## src/rtl/led_pwm_fader.sv

```systemverilog
// PWM LED fader: turns the blinker's on/off request into a PWM drive whose
// brightness ramps linearly toward full on or full off, one level per step tick.
module led_pwm_fader #(
  parameter int PWM_BITS = 4,
  parameter int STEP_DIV = 2
) (
  input  logic                clk,
  input  logic                rst,
  input  logic                led_in,
  output logic                pwm_out,
  output logic [PWM_BITS:0]   level,
  output logic                busy
);

  localparam int PER_W = (STEP_DIV > 1) ? $clog2(STEP_DIV) : 1;
  localparam logic [PWM_BITS:0]   MAX_LEVEL = {1'b1, {PWM_BITS{1'b0}}};
  localparam logic [PWM_BITS-1:0] CNT_TOP   = '1;
  localparam logic [PER_W-1:0]    PER_TOP   = PER_W'(STEP_DIV - 1);

  typedef enum logic [1:0] {
    OFF,
    RAMP_UP,
    ON,
    RAMP_DOWN
  } state_t;

  state_t              state;
  state_t              state_n;
  logic                led_q;
  logic [PWM_BITS-1:0] cnt;
  logic [PER_W-1:0]    per_cnt;
  logic [PWM_BITS:0]   level_n;
  logic                wrap;
  logic                step_tick;

  // Steps land only on the PWM counter wrap, so each period keeps one duty.
  assign wrap      = (cnt == CNT_TOP);
  assign step_tick = wrap && (per_cnt == PER_TOP);

  always_ff @(posedge clk) begin
    if (rst) begin
      led_q   <= 1'b0;
      cnt     <= '0;
      per_cnt <= '0;
      level   <= '0;
      state   <= OFF;
      pwm_out <= 1'b0;
    end else begin
      led_q   <= led_in;
      cnt     <= cnt + 1'b1;
      if (step_tick)
        per_cnt <= '0;
      else if (wrap)
        per_cnt <= per_cnt + 1'b1;
      level   <= level_n;
      state   <= state_n;
      pwm_out <= ({1'b0, cnt} < level);
    end
  end

  // The level step follows the pre-edge state; the new state follows led_q.
  always_comb begin
    level_n = level;
    state_n = state;
    if (step_tick) begin
      if (state == RAMP_UP && level != MAX_LEVEL)
        level_n = level + 1'b1;
      else if (state == RAMP_DOWN && level != '0)
        level_n = level - 1'b1;
    end
    case (state)
      OFF: begin
        if (led_q) state_n = RAMP_UP;
      end
      RAMP_UP: begin
        if (!led_q)                  state_n = RAMP_DOWN;
        else if (level_n == MAX_LEVEL) state_n = ON;
      end
      ON: begin
        if (!led_q) state_n = RAMP_DOWN;
      end
      RAMP_DOWN: begin
        if (led_q)              state_n = RAMP_UP;
        else if (level_n == '0) state_n = OFF;
      end
      default: state_n = OFF;
    endcase
  end

  assign busy = (state == RAMP_UP) || (state == RAMP_DOWN);

endmodule

```

## config.mk

```make
export PLATFORM = sky130hd
export DESIGN_NAME = led_pwm_fader
export DESIGN_NICKNAME = d
export VERILOG_FILES = /design/src/rtl/led_pwm_fader.sv
export SDC_FILE = /design/constraint.sdc
export NUM_CORES = 1
export LEC_CHECK = 0
export BUFFER_PORTS_ARGS = -buffer_cell sky130_fd_sc_hd__buf_2
export CAP_MARGIN = 20
export CELL_PAD_IN_SITES_DETAIL_PLACEMENT = 0
export CELL_PAD_IN_SITES_GLOBAL_PLACEMENT = 1
export CORE_MARGIN = 1
export CORE_UTILIZATION = 44
export DETAILED_ROUTE_END_ITERATION = 10
export PLACE_DENSITY_LB_ADDON = 0.1
export SYNTH_ARGS = -nofsm -noshare
export SYNTH_HDL_FRONTEND = slang
export SYNTH_SLANG_ARGS = --single-unit
```

## constraint.sdc

```tcl
create_clock -name clk -period 2.82 [get_ports clk]
set_clock_uncertainty 0.15 [all_clocks]
set_input_delay 0.282 -clock clk [delete_from_list [all_inputs] [get_ports clk]]
set_output_delay 0.282 -clock clk [all_outputs]
set_load 0.005 [all_outputs]
```

==> summary.md <==
| Metric | Value |
|---|---|
| Switching power | around 0.22 mW |
| Finished Cell Area | about 0.0011 mm2 |
| Max_slew headroom | about two thirds |
| Area after DPL | about 0.0011 mm2 |
| # nets final | 135 |
| Synth unique cells | 41 |
| RSZ-0062 raised after global routing | false |
| Synth warnings | 0 |
| Fraction of layout cells with a size suffix above 1 | between 20% and 30% |
| Top post-synthesis cells by area | dfxtp_1, ha_1, nor2_1 |
| Syn Area/Cell | 9.22 um2 |
| Slew @ Worst Pin | 0.498 ns |
| CP max FO | 7 |
| Post-CTS setup buffer count | 0 |
| Root Driver | clkbuf_4 |
| Fraction of registers with async set/reset | 0% |
| Total clock sinks | 14 |
| ANT nets after route | 0 |
| # placed instances | 143 |
| Total number of vias | about 800 |
| Commonest cells in the netlist | nor2_1, dfxtp_1, ha_1 |
| Final Util | 53.4% |
| Switching Fraction | 34.0% |
| Initial Utilization | 48.7% |
| Synth area leader | dfxtp_1 |
| Main flop type after synthesis | dfxtp_1 |
| Fmax | 388 MHz |
| Largest net degree at the start of global routing | 17 |
| Cell Pwr Density | around 600 mW/mm2 |
| Min cycle time layout | 2.58 ns |
| Number of global-route vias before repair | 784 |
| Setup violations, final | 0 |
| IO Pins | 10 |
| Routed wire length | 1950 um |
| Num CTS Buffers | 3 |
| Post-Syn Nets | 123 |
| DP HPWL | roughly 1400 um |
| Iter 0 DRT Violations | 12 |
| DRT Pass-1 Iters | 4 |
| Die footprint | 0.00248 mm2 |
| Antenna violations before repair | 0 |
| First-pass GRT wire length | ~3600 um |
| Post-route DRC violation count | 0 |
| Hold WS | 0.0490 ns |
| Final hold violations | 0 |
| Final clock period utilization by the worst path | 91.4% |
| RePlAce Congestion | about 0.83 |
| Die Span Y | ~50 um |
| Leakage | roughly 0.46 nW |
| Antenna diode count | 0 |
| Worst setup SP type | register |
| CP Class | register to register |
| Status | finished, final reports clean |
| Post-cts sizing count | 0 |
| Critical Path RT | between 2 and 3 ns |
| Core area | roughly 0.0021 mm2 |
| Routed vias/inst | 5.43 |
| Max H-tree Level | 1 |
| Setup crit end kind | register |
| Port buffer count | 9 |
| Cell Int Power | 0.426 mW |
| Worst skew pair latency | 0.28 ns |
| WL/cell | 13.3 um |
| Comb power frac | 40.5% |
| EDFF count, synth | 0 |
| Maxcap violations | 0 |
| CTS tree | built |
| Final Total Pwr | 0.646 mW |
| VDD IR-drop max | 0.000423 V |
| Finished Layout Cells | 147 |
| Mapped Cells | between 100 and 150 |
| Clock share of power | 23.1% |
| Die width | 49.8 um |
| Clock-pin slew of the registers on the worst-case setup and hold paths | 0.10 ns |
| GRT overflow | 0 |
| Mapped cell area | around 0.0010 mm2 |
| WP data arrival | 2.61 ns |
| Synthesis-to-finish area growth | 9.59% |
| Total track usage | 18.5% |
| Std cell rows | 16 |
| Sequential share of the synthesized area | 27.9% |
| Synthesized flop and latch total | 14 |
| DP Worst Slack | 0.295 ns |
| Max Root-Sink Buffers | 2 |
| Final setup TNS | 0 ns |
| Cell with the most instances after synthesis | nor2_1 |
| CTS Hold Bufs | 0 |
| Fin worst setup slack | 0.241 ns |
| Seq pwr share | 36.3% |
| Share of the synthesized area in the top cell type | 27.9% |
| Final Max Slew Viols | 0 |
| Hold crit path type | input port to register |
## logic make-up (layout without fill, tap and decap cells)
logic type	Yosys count	count (layout)	synth area share, %
mux	3	3	3.49
flops	14	14	27.9
compound gates	21	21	17.6
fa+ha+maj	11	11	13.7
simple gates	43	43	26.5
xor+xnor	6	6	5.23
buf+inv	11	22	5.60
## power groups by stage
stage / registers, mW / logic (mW) / clock network, mW
after global routing: 0.239 / 0.292 / 0.165
final: 0.235 / 0.262 / 0.149
after global placement: 0.240 / 0.258 / 0
after CTS: 0.235 / 0.261 / 0.157
after detailed placement: 0.239 / 0.259 / 0
after floorplan: 0.236 / 0.216 / 0
## cells in the final DEF, fill, tap and decap left out, drive strengths merged, types with 2 or more instances in the layout
cell type,count
nand2,3
nor2,15
a21oi,7
clkbuf,4
ha,11
nand2b,4
buf,10
nor3,3
o2111ai,2
o21ai,3
xor2,2
mux2i,2
dfxtp,14
nand4,3
and3,2
nor2b,4
inv,8
xnor2,4
nand3,2
## metal layers
metal / GRT usage, % / vias to the layer above / wire length, um
met5: 0 / - / 0
met4: 5.71 / 0 / 0
met3: 2.78 / 0 / 63
met2: 29.3 / 17 / 873
met1: 25.6 / 373 / 1020
li1: - / 408 / -
## path summary, 6_finish.rpt
kind	start	to	slack, ns	depth (start not counted)
setup reg to reg	level[1]	state[0]	0.24	9
hold / removal	led_in	led_q	0.05	2
setup / recovery	level[1]	state[0]	0.24	9
hold reg to reg	cnt[0]	cnt[0]	0.32	1
## area by class of cell
class / instances / area, um2
Fill cell: 182 / 961
Multi-Input combinational cell: 84 / 668
Sequential cell: 14 / 280
Timing Repair Buffer: 10 / 52.6
Clock buffer: 4 / 36.3
Tap cell: 27 / 33.8
Inverter: 8 / 30.0
## registers in the layout (all words and copies together) (netlist names)
register,count
level,5
per_cnt,1
cnt,4
led_q,1
state,2
pwm_out,1
## critical path: stages (launching register included)
cell	delay (ns)
dfxtp_1	0.39
inv_1	0.12
ha_1	0.23
or4b_4	0.50
a2bb2oi_2	0.17
nand2_1	0.06
and3_1	0.18
nor2b_4	0.14
a31oi_4	0.21
mux2_4	0.31
Power figures use the tool's default switching activity.
